`src/rtl/loader_defs.sv`:
```
// -----------------------------------------------------------------------------
// loader_defs
//   Shared definitions for the ROM program loader:
//   - FSM state encoding (S_LEN_LO .. S_ERR)
//   - frame constants: header length, bytes per instruction word
//   - checksum and length-field widths
// -----------------------------------------------------------------------------
package loader_defs;

  typedef enum logic [2:0] {
    S_LEN_LO = 3'd0,
    S_LEN_HI = 3'd1,
    S_DATA   = 3'd2,
    S_CHK    = 3'd3,
    S_DONE   = 3'd4,
    S_ERR    = 3'd5
  } state_t;

  localparam int LEN_BYTES  = 2;              // LEN_LO, LEN_HI
  localparam int WORD_BYTES = 4;              // bytes per instruction word
  localparam int CHK_W      = 8;              // checksum width (wraps)
  localparam int LEN_W      = 8 * LEN_BYTES;  // word-count field width
  localparam int LANE_W     = $clog2(WORD_BYTES);

endpackage

```
`src/rtl/byte_packer.sv`:
```
// -----------------------------------------------------------------------------
// byte_packer
//   Assembles little-endian 32-bit words from a byte stream. The first byte of
//   each group lands in word_out[7:0], the fourth in word_out[31:24].
//   word_valid is combinational: it is high in the cycle the fourth byte is
//   presented, with word_out already holding the complete word, so the parent
//   can register the ROM write on that same edge.
// Ports:
//   clk, rst     - clock, asynchronous active-low reset
//   clr          - synchronous clear of lane counter and partial word
//   byte_valid   - accept byte_in this cycle
//   byte_in[7:0] - stream byte
//   word_valid   - one-cycle strobe: fourth byte of a word is being accepted
//   word_out     - assembled word (valid while word_valid)
// -----------------------------------------------------------------------------
module byte_packer
  import loader_defs::*;
(
  input  logic        clk,
  input  logic        rst,
  input  logic        clr,
  input  logic        byte_valid,
  input  logic [7:0]  byte_in,
  output logic        word_valid,
  output logic [31:0] word_out
);

  logic [LANE_W-1:0] lane;
  logic [23:0]       partial;  // three earlier bytes, oldest in [7:0]

  // NOTE: sequential state uses non-blocking (<=) so every register samples
  // the pre-edge values of its inputs regardless of block ordering.
  always_ff @(posedge clk or negedge rst) begin
    if (!rst) begin
      lane    <= '0;
      partial <= '0;
    end else if (clr) begin
      lane    <= '0;
      partial <= '0;
    end else if (byte_valid) begin
      partial <= {byte_in, partial[23:8]};
      lane    <= lane + 1'b1;
    end
  end

  assign word_valid = byte_valid && !clr && (lane == LANE_W'(WORD_BYTES - 1));
  assign word_out   = {byte_in, partial};

endmodule

```
`src/rtl/rom_loader.sv`:
```
// -----------------------------------------------------------------------------
// rom_loader
//   Receives a framed byte stream (LEN_LO, LEN_HI, 4*N payload bytes, CHK),
//   writes each little-endian word into the instruction ROM and releases the
//   CPU reset once the whole image is in and the 8-bit payload sum matches.
// Ports:
//   clk, rst       - clock, asynchronous active-low reset
//   load_req       - one-cycle pulse: restart loading from any state
//   rx_valid/rx_data/rx_ready - byte handshake with the upstream source
//   rom_we/rom_waddr/rom_wdata - ROM write port, one-cycle strobe per word
//   cpu_rst        - active-low CPU reset (1 only after a good image)
//   load_done      - image loaded, checksum OK
//   load_err       - length overflow or checksum mismatch
//   word_cnt       - words written so far in the current frame
// -----------------------------------------------------------------------------
module rom_loader
  import loader_defs::*;
#(
  parameter int ROM_DEPTH = 4096,
  parameter int ADDR_W    = $clog2(ROM_DEPTH)
) (
  input  logic              clk,
  input  logic              rst,
  input  logic              load_req,
  input  logic              rx_valid,
  input  logic [7:0]        rx_data,
  output logic              rx_ready,
  output logic              rom_we,
  output logic [ADDR_W-1:0] rom_waddr,
  output logic [31:0]       rom_wdata,
  output logic              cpu_rst,
  output logic              load_done,
  output logic              load_err,
  output logic [15:0]       word_cnt
);

  localparam logic [LEN_W:0] LEN_MAX = (LEN_W + 1)'(ROM_DEPTH);

  state_t             state, state_n;
  logic [LEN_W-1:0]   len_q;
  logic [LEN_W-1:0]   word_idx;   // index of the next word to be written
  logic [CHK_W-1:0]   chk_q;
  logic [LEN_W-1:0]   len_rx;     // full length as LEN_HI is being accepted
  logic               byte_fire;  // byte handshake that is not discarded
  logic               data_fire;
  logic               last_word;
  logic               word_valid;
  logic [31:0]        word_out;

  assign rx_ready  = (state == S_LEN_LO) || (state == S_LEN_HI) ||
                     (state == S_DATA)   || (state == S_CHK);
  // A byte coinciding with load_req is dropped rather than starting a frame.
  assign byte_fire = rx_valid && rx_ready && !load_req;
  assign data_fire = byte_fire && (state == S_DATA);
  assign len_rx    = {rx_data, len_q[7:0]};
  assign last_word = (word_idx == len_q - LEN_W'(1));

  byte_packer u_packer (
    .clk        (clk),
    .rst        (rst),
    .clr        (load_req),
    .byte_valid (data_fire),
    .byte_in    (rx_data),
    .word_valid (word_valid),
    .word_out   (word_out)
  );

  always_ff @(posedge clk or negedge rst) begin
    if (!rst) state <= S_LEN_LO;
    else      state <= state_n;
  end

  // NOTE: every variable assigned here gets a default first, so no path
  // leaves it unassigned and no latch is inferred.
  always_comb begin
    state_n = state;
    if (load_req) begin
      state_n = S_LEN_LO;
    end else begin
      case (state)
        S_LEN_LO: if (byte_fire) state_n = S_LEN_HI;
        S_LEN_HI: if (byte_fire) begin
          if ({1'b0, len_rx} > LEN_MAX) state_n = S_ERR;
          else if (len_rx == '0)        state_n = S_CHK;
          else                          state_n = S_DATA;
        end
        S_DATA:   if (word_valid && last_word) state_n = S_CHK;
        S_CHK:    if (byte_fire) state_n = (rx_data == chk_q) ? S_DONE : S_ERR;
        default:  state_n = state;  // S_DONE / S_ERR hold until load_req
      endcase
    end
  end

  // Datapath and ROM write-port registers. The ROM array itself lives outside
  // this block; a reset or abort only clears these registers.
  // NOTE: the ROM memory is never reset or cleared here -- abort and reset
  // leave earlier words intact; only the write-port registers are reset.
  always_ff @(posedge clk or negedge rst) begin
    if (!rst) begin
      len_q     <= '0;
      word_idx  <= '0;
      chk_q     <= '0;
      rom_we    <= 1'b0;
      rom_waddr <= '0;
      rom_wdata <= '0;
      word_cnt  <= '0;
      cpu_rst   <= 1'b0;
      load_done <= 1'b0;
      load_err  <= 1'b0;
    end else if (load_req) begin
      len_q     <= '0;
      word_idx  <= '0;
      chk_q     <= '0;
      rom_we    <= 1'b0;
      rom_waddr <= '0;
      rom_wdata <= '0;
      word_cnt  <= '0;
      cpu_rst   <= 1'b0;
      load_done <= 1'b0;
      load_err  <= 1'b0;
    end else begin
      if (byte_fire && state == S_LEN_LO) len_q[7:0]  <= rx_data;
      if (byte_fire && state == S_LEN_HI) len_q[15:8] <= rx_data;
      if (data_fire) chk_q <= chk_q + rx_data;

      rom_we <= word_valid;
      if (word_valid) begin
        rom_waddr <= word_idx[ADDR_W-1:0];
        rom_wdata <= word_out;
        word_idx  <= word_idx + 1'b1;
      end
      // Counts writes actually presented to the ROM, one edge after the strobe.
      if (rom_we) word_cnt <= word_cnt + 1'b1;

      cpu_rst   <= (state == S_DONE);
      load_done <= (state == S_DONE);
      load_err  <= (state == S_ERR);
    end
  end

endmodule

```
`config.mk`:
```
export PLATFORM = sky130hd
export DESIGN_NAME = rom_loader
export DESIGN_NICKNAME = d
export VERILOG_FILES = /design/src/rtl/loader_defs.sv /design/src/rtl/byte_packer.sv /design/src/rtl/rom_loader.sv
export SDC_FILE = /design/constraint.sdc
export NUM_CORES = 1
export LEC_CHECK = 0
export ABC_AREA = 1
export BUFFER_PORTS_ARGS = -buffer_cell sky130_fd_sc_hd__buf_2
export CAP_MARGIN = 20
export CORE_ASPECT_RATIO = 1.4
export CORE_MARGIN = 2
export CORE_UTILIZATION = 35
export DETAILED_ROUTE_END_ITERATION = 7
export MAX_ROUTING_LAYER = met4
export PLACE_DENSITY = 0.62
export SYNTH_ARGS = -nofsm -noshare
export SYNTH_HDL_FRONTEND = slang
export SYNTH_SLANG_ARGS = --single-unit
```
`constraint.sdc`:
```
create_clock -name clk -period 1.7 [get_ports clk]
set_input_delay 0.17 -clock clk [delete_from_list [all_inputs] [get_ports clk]]
set_output_delay 0.17 -clock clk [all_outputs]
set_load 0.1 [all_outputs]
```
==> impl_results.md, run 1 <==
- H-tree lvl count: 4
- Slowest cell on crit path: dfrtp_1
- Number of slew-limit violations in the final report: 0
- R2R cell count: 13
- Net count of the finished layout: 987
- Half-perimeter wire length after placement: 12,600 um
- Pwr Density: 1010 mW/mm^2
- Post-route cell area: between 0.008 and 0.009 sq mm
- PnR Total Power: 8.86 mW
- Number of buffers and inverters on the critical path: 2
- Initial antenna violation count: 0
- Worst hold-check slack: around 0.095 ns
- Total Routed Length: between 15,000 and 20,000 um
- Setup repair after global routing missed its margin: true
- Violations in the final reports: setup timing
- Number of endpoints failing setup at the final stage: 7
- FF-to-FF setup slack: -0.12 ns
- Vertical extent of the die: between 150 and 200 um
- Count of mapped cells out of synthesis: 802
- Chain of cells forming the critical path: inv_2 -> ha_4 -> nand2_4 -> buf_6 -> xnor2_2 -> nor2_1 -> nand3_1 -> nor2_1 -> nand3_2 -> nand2_4 -> nand2_2 -> nand2_1 -> nand2_1
- Worst-Margin Slew: about 0.51 ns
- Kind of capture point of the worst setup path: flop
- Wire per inst: ~15 um
- CTS tree: built
- Leakage power figure: between 4 and 5 nW
- Number of global-route vias before repair: between 5,000 and 6,000
- Num Clock Sinks: 132
- Iteration count of the initial detailed-routing pass: 5
- Effective utilization at floorplan: between 30% and 40%
- VDD IR-drop max: 0.000570 V
- Hold Startpoint: rx_data[7]
- Final-layout fill cell count: approximately 1,800
- Remaining number of nets flagged by the antenna check after routing: 0
- N_diodes: 0
- Worst Slack Setup Final: -0.117 ns
- Area growth, synth to finish: 35.6%
- Total GRT Usage: 19.2%
- Endpoint, Worst Hold: u_packer.partial[23]$_DFFE_PN0P_
- Category of cells accounting for the largest share of critical-path delay: simple AND/OR/NAND/NOR gates
- Synthesis warning total: 0
- Headroom to the max-slew limit: 66.1%
- Worst clock skew: ~0.0094 ns
- Synth Cell Area: ~0.0064 sq mm
- Clock insertion delay at the later pin of the skew report: roughly 0.42 ns
- Maximum cell stage delay along the critical path: between 0.3 and 0.4 ns
- Mean Syn Cell Area: around 8 sq um
- Via total after detailed routing: 5,751
- Wire length of the first global-routing pass: 28,600 um
- I/O pin cnt: 77
- Maximum fanout along the worst path: 4
- Fin. Hold Viols: 0
- Floorplan core area: 0.0180 sq mm
- Data required time of the critical path: approximately 2.0 ns
- Number of remaining DRC errors: 0
- CTS Root Cell: clkbuf_16
- Number of nets produced by synthesis: ~830
- Period utilization: 107%
- Placed Instances: 1,169
- Count of non-filler cells in the finished layout: between 1,000 and 1,500
- Total CTS buffers: 17
- Run status: complete, but fails checks
- Global route overflow: 0
- Kind of critical path: reg2reg
- Row cnt: 58
- Register bit total from synthesis: 132
- Post-layout minimum cycle time: roughly 1.8 ns
- GPL Wtd Cong: roughly 0.85
- Number of different library cells in the post-synthesis netlist: 40
- Number of cells traversed by the worst hold path: 3
- Proportion of layout cells with a drive suffix above 1: 30.5%
- Buffers on Ports: 76
- Maximum number of pins on one net before global-route repair: 44
- Kind of path behind the tightest hold check: in2reg
- Worst reg2reg path startpoint: len_q[0]$_DFFE_PN0P_
- Maximum Capacitance Violations: 0
- Overall die area: 0.0195 sq mm
- Sequential area share after synthesis: between 50% and 60%
- Maximum frequency from static timing analysis: between 500 and 600 MHz
- 1st-iter DRT viols: ~370
- End of the worst register-to-register path: state[0]$_DFFE_PN0P_
- Worst endpoint data arrival time: approximately 2.1 ns
- DR vias/cell: between 4 and 5
- Maximum clock insertion buffer count: 2
- Placed inst area: 0.00773 sq mm
- Clock edge transition at the registers on the reported setup and hold paths: 0.06 ns
- Sort of element at the start of the critical path: flop
- Die width: between 100 and 150 um
worst max path at each step:
stage	start	end	cells past startpoint
finish	len_q[0]$_DFFE_PN0P_	state[0]$_DFFE_PN0P_	13
global route	len_q[4]$_DFFE_PN0P_	state[0]$_DFFE_PN0P_	14
CTS	len_q[2]$_DFFE_PN0P_	state[0]$_DFFE_PN0P_	14
global placement	len_q[2]$_DFFE_PN0P_	state[1]$_DFFE_PN0P_	12
floorplan	word_cnt[0]$_DFFE_PN0P_	word_cnt[14]$_DFFE_PN0P_	12
detailed placement	len_q[3]$_DFFE_PN0P_	state[0]$_DFFE_PN0P_	12
area by class of cell:
| cell class | count | area, sq um | area share [%] |
|---|---|---|---|
| clock inverter | 7 | 93.8 | 1.07 |
| clock buffer | 25 | 515 | 5.90 |
| multi-input combinational | 544 | 2990 | 34.3 |
| inverter | 100 | 382 | 4.37 |
| sequential | 132 | 3330 | 38.1 |
| tap | 240 | 300 | 3.44 |
| timing repair buffer | 167 | 1120 | 12.8 |
flip-flops by register name, summed over array words and instances (netlist names):
name and flops:
rom_we 1, word_cnt 16, len_q 16, chk_q 8
word_idx 16, u_packer.partial 24, u_packer.lane 2, state 3
load_err 1, rom_waddr 12, rom_wdata 32, load_done 1
repair_timing:
action / 4_1_cts / 5_1_grt
resized for setup: 33 / 46
buffers inserted: 6 / 7
pin swaps: 16 / 24
hold buffers: 1 / 0
hold endpoints to repair: 36 / 0
endpoints found under the setup margin: 24 / 56
stage by stage:
stage,setup TNS (ns),util (%),setup WS [ns]
final,-0.402,48.5,-0.117
after CTS,-0.332,47.3,-0.120
after global placement,-0.921,43.0,-0.142
after global routing,-3.94,48.5,-0.253
after floorplan,-0.982,-,-0.260
after detailed placement,-1.13,43.0,-0.175
placed cells by master (no fill, tap or decap), drive strengths merged, types with 4 or more instances in the layout:
cell type | synthesis | layout
a21oi | 28 | 28
xnor2 | 7 | 7
xor2 | 11 | 11
ha | 12 | 12
clkbuf | 15 | 26
a211oi | 4 | 4
inv | 100 | 99
o21ai | 76 | 76
nand4 | 5 | 5
nor2 | 88 | 88
dfrtp | 132 | 132
buf | 11 | 165
nor3 | 16 | 16
a22o | 5 | 5
nand2 | 240 | 240
nand3 | 28 | 28
per-layer routing:
| metal | global-route usage [%] | part of all wire (%) | vias up |
|---|---|---|---|
| met5 | - | 0 | - |
| met2 | 34.3 | 53 | 122 |
| met4 | 7.03 | 2.2 | 0 |
| met3 | 3.38 | 3.4 | 27 |
| li1 | - | - | 2865 |
| met1 | 21.6 | 41 | 2737 |
cell usage after synthesis:
cell,number,area [sq um]
a211oi_1,4,30.0
a21o_1,1,7.51
a21oi_1,28,140
a221oi_1,3,26.3
a22o_1,5,43.8
a32o_1,2,20.0
a41oi_1,1,8.76
and2_1,1,6.26
and3_1,1,6.26
buf_1,2,7.51
buf_2,6,30.0
buf_4,1,7.51
buf_6,2,22.5
clkbuf_1,15,56.3
dfrtp_1,132,3300
fa_1,1,20.0
ha_1,12,150
inv_1,99,372
inv_2,1,3.75
mux2_2,3,33.8
nand2_1,235,882
nand2_2,5,31.3
nand3_1,28,140
nand3b_1,2,15.0
nand4_1,5,31.3
nor2_1,84,315
nor2_2,1,6.26
nor2_4,3,33.8
nor3_1,15,75.1
nor3_2,1,10.0
nor4_1,2,12.5
nor4_2,1,12.5
o21a_1,3,22.5
o21ai_0,72,360
o21ai_1,4,20.0
o22ai_1,1,6.26
o311ai_0,1,8.76
o31ai_1,1,7.51
xnor2_1,7,61.3
xor2_1,11,96.3
cells by family after synthesis:
| kind of cell | synth area share (%) |
|---|---|
| AO/OA/AOI/OAI | 10.9 |
| XOR/XNOR | 2.45 |
| adder cells (fa/ha/maj) | 2.64 |
| buffers and inverters | 7.75 |
| flip-flops | 51.3 |
| multiplexers | 0.524 |
| AND/OR/NAND/NOR | 24.5 |
power breakdown:
| group | switching, mW | total (mW) | leakage, nW | internal, mW |
|---|---|---|---|---|
| Clock | 1.36 | 3.75 | 0.295 | 2.39 |
| Combinational | 1.06 | 1.74 | 2.35 | 0.683 |
| Sequential | 0.109 | 3.37 | 1.80 | 3.26 |
tightest hold or removal path, delay by kind of cell:
family	cells	cell delay, ns
buf+inv	2	0.20
compound gates	1	0.09
(Power assumes the default switching activity.)
==> run 2, diff against run 1 <==
Clock period 1.7 ns to 1.65 ns, I/O delays scaled along.
==> run 2 against run 1 <==
Effect of this change:
- the run still ends with setup timing left
- first-iteration DRC count shrank 25%
- critical path depth grew 2
- critical endpoint unchanged
- critical path type unchanged
- sequential power grew 3%
==> impl_results.md, run 2 (synthesis results as in run 1) <==
- Run status: complete, but fails checks
- Violations in the final reports: setup timing
- Worst clock skew: 0.00722 ns (-0.00222 ns)
- Initial antenna violation count: 0 (unchanged)
- 1st-iter DRT viols: 275 (-25%)
- Buffers on Ports: 76 (unchanged)
- Number of buffers and inverters on the critical path: 2 (unchanged)
- CTS tree: built
- Leading cell types in the layout, fill and taps excluded: 220 x nand2_1, 117 x dfrtp_1, 101 x buf_4, 89 x inv_1, 75 x buf_2
- Max FFs per register: 32 (unchanged)
- I/O pin cnt: 77 (unchanged)
- Maximum fanout along the worst path: 4 (unchanged)
- Worst endpoint data arrival time: 2.14 ns (about the same)
- Num Clock Sinks: 132 (unchanged)
- Vertical extent of the die: 165 um (unchanged)
- Fraction of power spent switching nets: 30.2% (+1.7 points)
- GPL Wtd Cong: 0.869 (+2.2%)
- N_diodes: 0 (unchanged)
- Pwr Density: 978 mW/mm^2 (-3.5%)
- Period utilization: 111% (+3.9 points)
- Die width: 119 um (unchanged)
- Remaining number of nets flagged by the antenna check after routing: 0 (unchanged)
- Overall die area: 0.0195 sq mm (unchanged)
- Effective utilization at floorplan: 35.8% (unchanged)
- Chain of cells forming the critical path: inv_2 -> ha_4 -> nand3_2 -> inv_2 -> nand2_1 -> nand2_1 -> nand2_1 -> nor2_1 -> nand2_1 -> nor2_2 -> nand3_2 -> nand2_2 -> nand2_2 -> nand2_1 -> nand2_1
- Post-layout minimum cycle time: 1.83 ns (+0.0115 ns)
- Global route overflow: 0 (unchanged)
- Leakage power figure: 4.61 nW (+3.8%)
- Placed Instances: 1,181 (+1.0%)
- Maximum frequency from static timing analysis: 547 MHz (-0.63%)
- Worst Slack Setup Final: -0.179 ns (-0.0615 ns)
- Count of non-filler cells in the finished layout: 1,243 (+2.3%)
- Area growth, synth to finish: 40.6%
- Top register by number of flip-flops: rom_wdata
- Most common cell after layout, fill and taps aside: nand2_1
- PnR Total Power: 8.86 mW (about the same)
- CTS Root Cell: clkbuf_16
- Wire per inst: 14.4 um (-1.1%)
- Most common cell on crit path: nand2_1
- Category of cells accounting for the largest share of critical-path delay: simple AND/OR/NAND/NOR gates
- Via total after detailed routing: 5,895 (+2.5%)
- Sort of element at the start of the critical path: flop
- Worst reg2reg path startpoint: len_q[1]$_DFFE_PN0P_
- Hold Startpoint: rx_data[7]
- Maximum Capacitance Violations: 0 (unchanged)
- Switching power total: 2.67 mW (+6.0%)
- Worst-Margin Slew: 0.516 ns (+0.00462 ns)
- Iteration count of the initial detailed-routing pass: 5 (unchanged)
- Setup repair after global routing missed its margin: true
- Maximum number of pins on one net before global-route repair: 50 (+14%)
- R2R cell count: 15 (+2)
- Clock power frac: 39.1% (-3.2 points)
- Headroom to the max-slew limit: 65.8% (-0.31 points)
- Met3 GRT Util: 3.66% (+0.28 points)
- Floorplan core area: 0.0180 sq mm (unchanged)
- Number of cells traversed by the worst hold path: 3 (unchanged)
- Row cnt: 58 (unchanged)
- Half-perimeter wire length after placement: 12,400 um (-1.6%)
- Sum of negative setup slack: -0.760 ns (-0.358 ns)
- Power Internal: 6.19 mW (-2.3%)
- Net count of the finished layout: 1,015 (+2.8%)
- Total CTS buffers: 17 (unchanged)
- H-tree lvl count: 4 (unchanged)
- DR vias/cell: 4.74 (+0.19%)
- End of the worst register-to-register path: state[0]$_DFFE_PN0P_
- Kind of critical path: reg2reg
- Number of remaining DRC errors: 0 (unchanged)
- Number of slew-limit violations in the final report: 0 (unchanged)
- Total GRT Usage: 19.2% (-0.065 points)
- Part of the power in combinational logic: 21.7% (+2.1 points)
- Kind of path behind the tightest hold check: in2reg
- Maximum clock insertion buffer count: 2 (unchanged)
- Maximum cell stage delay along the critical path: 0.42 ns (+0.04 ns)
- Total number of cells along the worst setup path: 15 (+2)
- Registers with the most flip-flops: rom_wdata x32, u_packer.partial x24
- Fin. Hold Viols: 0 (unchanged)
- Global Route met1 Usage: 22.1% (+0.50 points)
- Wire length of the first global-routing pass: 28,600 um (+0.17%)
- Total Routed Length: 17,900 um (+1.2%)
- Number of global-route vias before repair: 5,786 (-0.017%)
- FF-to-FF setup slack: -0.18 ns (-0.06 ns)
- Clock insertion delay at the later pin of the skew report: 0.42 ns (about the same)
- Most congested layer reported by global routing: met2
- Met2 layer usage reported by global route: 33.1% (-1.2 points)
- Endpoint, Worst Hold: u_packer.partial[23]$_DFFE_PN0P_
- Data required time of the critical path: 1.96 ns (-0.05 ns)
- VDD IR-drop max: 0.000691 V (+21%)
- Number of endpoints failing setup at the final stage: 15 (+8)
- Clock edge transition at the registers on the reported setup and hold paths: 0.06 ns (about the same)
- Kind of capture point of the worst setup path: flop
- Sequential power share: 39.2% (+1.2 points)
- Proportion of layout cells with a drive suffix above 1: 33.4% (+2.9 points)
- Slowest cell on crit path: dfrtp_1
==> run 2: cell types whose count changed in the layout (fill, tap and decap cells not counted), moves of 4 or more <==
cell / delta
buf_4: +16
o21ai_1: +11
nand2_4: +4
buf_6: +6
o21ai_0: -12
==> run 2: worst max path at each step <==
stage	startpoint	to	slack, ns
after floorplan	word_cnt[0]$_DFFE_PN0P_	word_cnt[14]$_DFFE_PN0P_	-0.31
after global placement	len_q[2]$_DFFE_PN0P_	state[1]$_DFFE_PN0P_	-0.22
after detailed placement	len_q[4]$_DFFE_PN0P_	state[0]$_DFFE_PN0P_	-0.26
after CTS	len_q[4]$_DFFE_PN0P_	state[0]$_DFFE_PN0P_	-0.13
after global routing	len_q[1]$_DFFE_PN0P_	state[0]$_DFFE_PN0P_	-0.31
final	len_q[1]$_DFFE_PN0P_	state[0]$_DFFE_PN0P_	-0.18
==> run 2: worst register-to-register path, cell delays in order, from the launching register on <==
cell and delay [ns]:
dfrtp_1 0.42, inv_2 0.10, ha_4 0.18, nand3_2 0.10, inv_2 0.09, nand2_1 0.06
nand2_1 0.06, nand2_1 0.05, nor2_1 0.09, nand2_1 0.07, nor2_2 0.11, nand3_2 0.10
nand2_2 0.12, nand2_2 0.06, nand2_1 0.06, nand2_1 0.04
==> run 2: layout make-up <==
type                            count  area, sq um
Fill cell                        1736         8940
Sequential cell                   132         3330
Clock inverter                     12         81.3
Timing Repair Buffer              195         1430
Multi-Input combinational cell    544         3060
Clock buffer                       20          467
Inverter                          100          389
Tap cell                          240          300
==> run 2: layer usage <==
metal  wire length, um  share of wire [%]  up-vias
met5                 0                  0        -
met4               463                2.6        0
met3               545                3.0       38
met2              9410                 53      131
met1              7470                 42     2799
li1                  -                  -     2927
==> run 2: power by group through the flow <==
stage | logic, mW | registers [mW] | clock network [mW]
3_3_place_gp | 1.60 | 3.50 | 0
2_1_floorplan | 0.907 | 3.57 | 0
4_1_cts | 1.74 | 3.45 | 3.54
3_5_place_dp | 1.61 | 3.50 | 0
6_report | 1.92 | 3.47 | 3.46
5_1_grt | 2.11 | 3.49 | 3.65
==> run 2: metrics by stage <==
| stage | setup WS, ns | hold slack, ns | instance area (sq um) | utilization [%] |
|---|---|---|---|---|
| 2_1_floorplan | -0.309 | -0.131 | 6590 | - |
| 3_3_place_gp | -0.224 | 0.132 | 7850 | 43.6 |
| 3_5_place_dp | -0.260 | 0.140 | 7850 | 43.6 |
| 4_1_cts | -0.126 | 0.106 | 8720 | 48.4 |
| 5_1_grt | -0.314 | 0.156 | 9060 | 50.3 |
| 6_report | -0.179 | 0.124 | 9060 | 50.3 |
==> run 2: timing repair <==
action	in CTS	in global routing
setup buffers	9	18
gates cloned	1	2
endpoints found under the hold margin	44	0
endpoints found under the setup margin	65	80
resized for setup	56	54
hold buffers	1	0
pin swaps	25	32
==> run 3, diff against run 2 <==
==> constraint.sdc (replaced) <==
create_clock -name clk -period 1.65 [get_ports clk]
set_input_delay 0.165 -clock clk [delete_from_list [all_inputs] [get_ports clk]]
set_output_delay 0.165 -clock clk [all_outputs]
set_load 0.02 [all_outputs]
==> run 3 against run 2 <==
Effect of this change:
- the run still ends with setup timing left
- sequential power barely moved
- global-route usage rose by 0.46 points
- via count rose by 2.7%
- final area rose by 4.6%
- critical path depth fell by 2
- first-iteration DRC count rose by 19%
- total power rose by 1.5%
- combinational power fell by 4%
- maximum frequency fell by 2.6%
- clock skew rose by 0.0042 ns
- largest cell class unchanged
==> impl_results.md, run 3 (synthesis results as in run 1) <==
- Floorplan core area: 0.0180 sq mm (unchanged)
- Kind of path behind the tightest hold check: in2reg
- Proportion of layout cells with a drive suffix above 1: 38.9% (+5.5 points)
- Wire length of the first global-routing pass: 29,300 um (+2.4%)
- Setup repair after global routing missed its margin: true
- Leakage power figure: 4.85 nW (+5.3%)
- Maximum fanout along the worst path: 4 (unchanged)
- Iteration count of the initial detailed-routing pass: 5 (unchanged)
- Maximum frequency from static timing analysis: 533 MHz (-2.6%)
- Maximum clock insertion buffer count: 2 (unchanged)
- Place WS: -0.329 ns (-0.0687 ns)
- Overall die area: 0.0195 sq mm (unchanged)
- Maximum number of pins on one net before global-route repair: 46 (-8.0%)
- Worst clock skew: 0.0114 ns (+0.00421 ns)
- Effective utilization at floorplan: 35.8% (unchanged)
- DR vias/cell: 4.82 (+1.7%)
- Max FFs per register: 32 (unchanged)
- Total CTS buffers: 17 (unchanged)
- Run status: complete, but fails checks
- N_diodes: 0 (unchanged)
- Maximum cell stage delay along the critical path: 0.39 ns (-0.03 ns)
- Chain of cells forming the critical path: inv_2 -> ha_4 -> nand2_4 -> buf_6 -> xnor2_2 -> nor2_2 -> nand3_1 -> nor2_1 -> nand3_1 -> nand2_2 -> nand2_2 -> nand2_1 -> nand2_1
- Worst Slack Setup Final: -0.228 ns (-0.0490 ns)
- Clock insertion delay at the later pin of the skew report: 0.42 ns (about the same)
- 1st-iter DRT viols: 327 (+19%)
- CTS Root Cell: clkbuf_16
- Row cnt: 58 (unchanged)
- Most common cell after layout, fill and taps aside: nand2_1
- Area growth, synth to finish: 47.0%
- Worst-Margin Slew: 0.560 ns (+0.0439 ns)
- Category of cells accounting for the largest share of critical-path delay: simple AND/OR/NAND/NOR gates
- Period utilization: 114% (+3.0 points)
- Leading cell types in the layout, fill and taps excluded: 188 x nand2_1, 122 x dfrtp_1, 98 x buf_4, 90 x inv_1, 75 x buf_2
- Half-perimeter wire length after placement: 12,700 um (+2.5%)
- Final core utilization: 52.6% (+2.3 points)
- Remaining number of nets flagged by the antenna check after routing: 0 (unchanged)
- Maximum Capacitance Violations: 0 (unchanged)
- GPL Wtd Cong: 0.933 (+7.4%)
- Number of remaining DRC errors: 0 (unchanged)
- CTS tree: built
- Data required time of the critical path: 1.95 ns (about the same)
- Kind of capture point of the worst setup path: flop
- Pwr Density: 949 mW/mm^2 (-3.0%)
- Post-route cell area: 0.00948 sq mm (+4.6%)
- Via total after detailed routing: 6,052 (+2.7%)
- Buffers on Ports: 76 (unchanged)
- Number of buffers and inverters on the critical path: 2 (unchanged)
- Violations in the final reports: setup timing
- Sum of negative setup slack: -2.99 ns (-2.23 ns)
- Num Clock Sinks: 132 (unchanged)
- Headroom to the max-slew limit: 62.5% (-3.3 points)
- Top register by number of flip-flops: rom_wdata
- I/O pin cnt: 77 (unchanged)
- VDD IR-drop max: 0.000724 V (+4.8%)
- Die width: 119 um (unchanged)
- Worst endpoint data arrival time: 2.18 ns (+0.04 ns)
- Vertical extent of the die: 165 um (unchanged)
- Clock edge transition at the registers on the reported setup and hold paths: 0.07 ns (about the same)
- Total Routed Length: 19,300 um (+7.7%)
- Total GRT Usage: 19.6% (+0.46 points)
- H-tree lvl count: 4 (unchanged)
- Sort of element at the start of the critical path: flop
- Worst hold-check slack: 0.163 ns (+0.0396 ns)
- Kind of critical path: reg2reg
- Wire per inst: 15.4 um (+6.7%)
- Number of slew-limit violations in the final report: 0 (unchanged)
- Placed inst area: 0.00778 sq mm (-0.83%)
- Slowest cell on crit path: dfrtp_1
- Registers with the most flip-flops: rom_wdata x32, u_packer.partial x24
- Post-layout minimum cycle time: 1.88 ns (+0.0490 ns)
- Global route overflow: 0 (unchanged)
- Number of endpoints failing setup at the final stage: 49 (+34)
- Number of global-route vias before repair: 5,966 (+3.1%)
- Net count of the finished layout: 1,027 (+1.2%)
- Initial antenna violation count: 0 (unchanged)
- Fin. Hold Viols: 0 (unchanged)
==> run 3: cell types whose count changed in the layout (fill, tap and decap cells not counted), sizes merged <==
cell | previous run | this run
clkinvlp | 5 | 1
inv | 100 | 108
clkinv | 7 | 5
buf | 193 | 202
clkbuf | 21 | 22
==> run 3: tightest hold or removal path, delay by kind of cell <==
family	cells	cell delay [ns]
AOI/OAI and AO/OA	1	0.10
buffers and inverters	2	0.27
==> run 3: worst paths after layout <==
path	startpoint	end	slack, ns	cells after the start
worst max-delay path	len_q[0]$_DFFE_PN0P_	state[0]$_DFFE_PN0P_	-0.23	13
worst min-delay path	rx_data[7]	u_packer.partial[23]$_DFFE_PN0P_	0.16	3
worst max register to register	len_q[0]$_DFFE_PN0P_	state[0]$_DFFE_PN0P_	-0.23	13
worst min register to register	rom_wdata[19]$_DFFE_PN0P_	rom_wdata[19]$_DFFE_PN0P_	0.47	2
max in group asynchronous	rst	word_idx[3]$_DFFE_PN0P_	0.81	3
min in group asynchronous	rst	chk_q[3]$_DFFE_PN0P_	0.22	2
==> run 3: metal layers <==
layer	vias up	GRT usage (%)	wire length, um
met1	2921	21.5	7790
met4	0	9.04	622
met5	-	-	0
met2	126	35.2	10300
met3	48	2.87	520
li1	2957	-	-
==> run 3: layout make-up <==
cell class | count | area, sq um
fill | 1663 | 8520
multi-input combinational | 544 | 3250
timing repair buffer | 207 | 1640
sequential | 132 | 3320
tap | 240 | 300
clock inverter | 14 | 138
clock buffer | 18 | 439
inverter | 100 | 393
==> run 3: report_power, final <==
part | total [mW] | switching, mW | internal, mW
registers | 3.46 | 0.108 | 3.35
logic | 1.85 | 1.04 | 0.813
clock network | 3.68 | 1.63 | 2.05
total | 8.99 | 2.78 | 6.21
==> run 3: through the flow <==
stage	power [mW]	std cells
2_1_floorplan	4.32	802
3_3_place_gp	4.98	1180
3_5_place_dp	5.00	1180
4_1_cts	8.82	1224
5_1_grt	9.41	1255
6_report	8.99	1255
==> run 3: timing repair <==
action                                  4_1_cts  5_1_grt
cloned                                        1        5
hold buffers                                  1        0
pin swaps                                    20       40
buffers inserted                             10       29
endpoints found under the setup margin       63       65
hold endpoints to repair                     37        0
gates resized for setup                      40      193
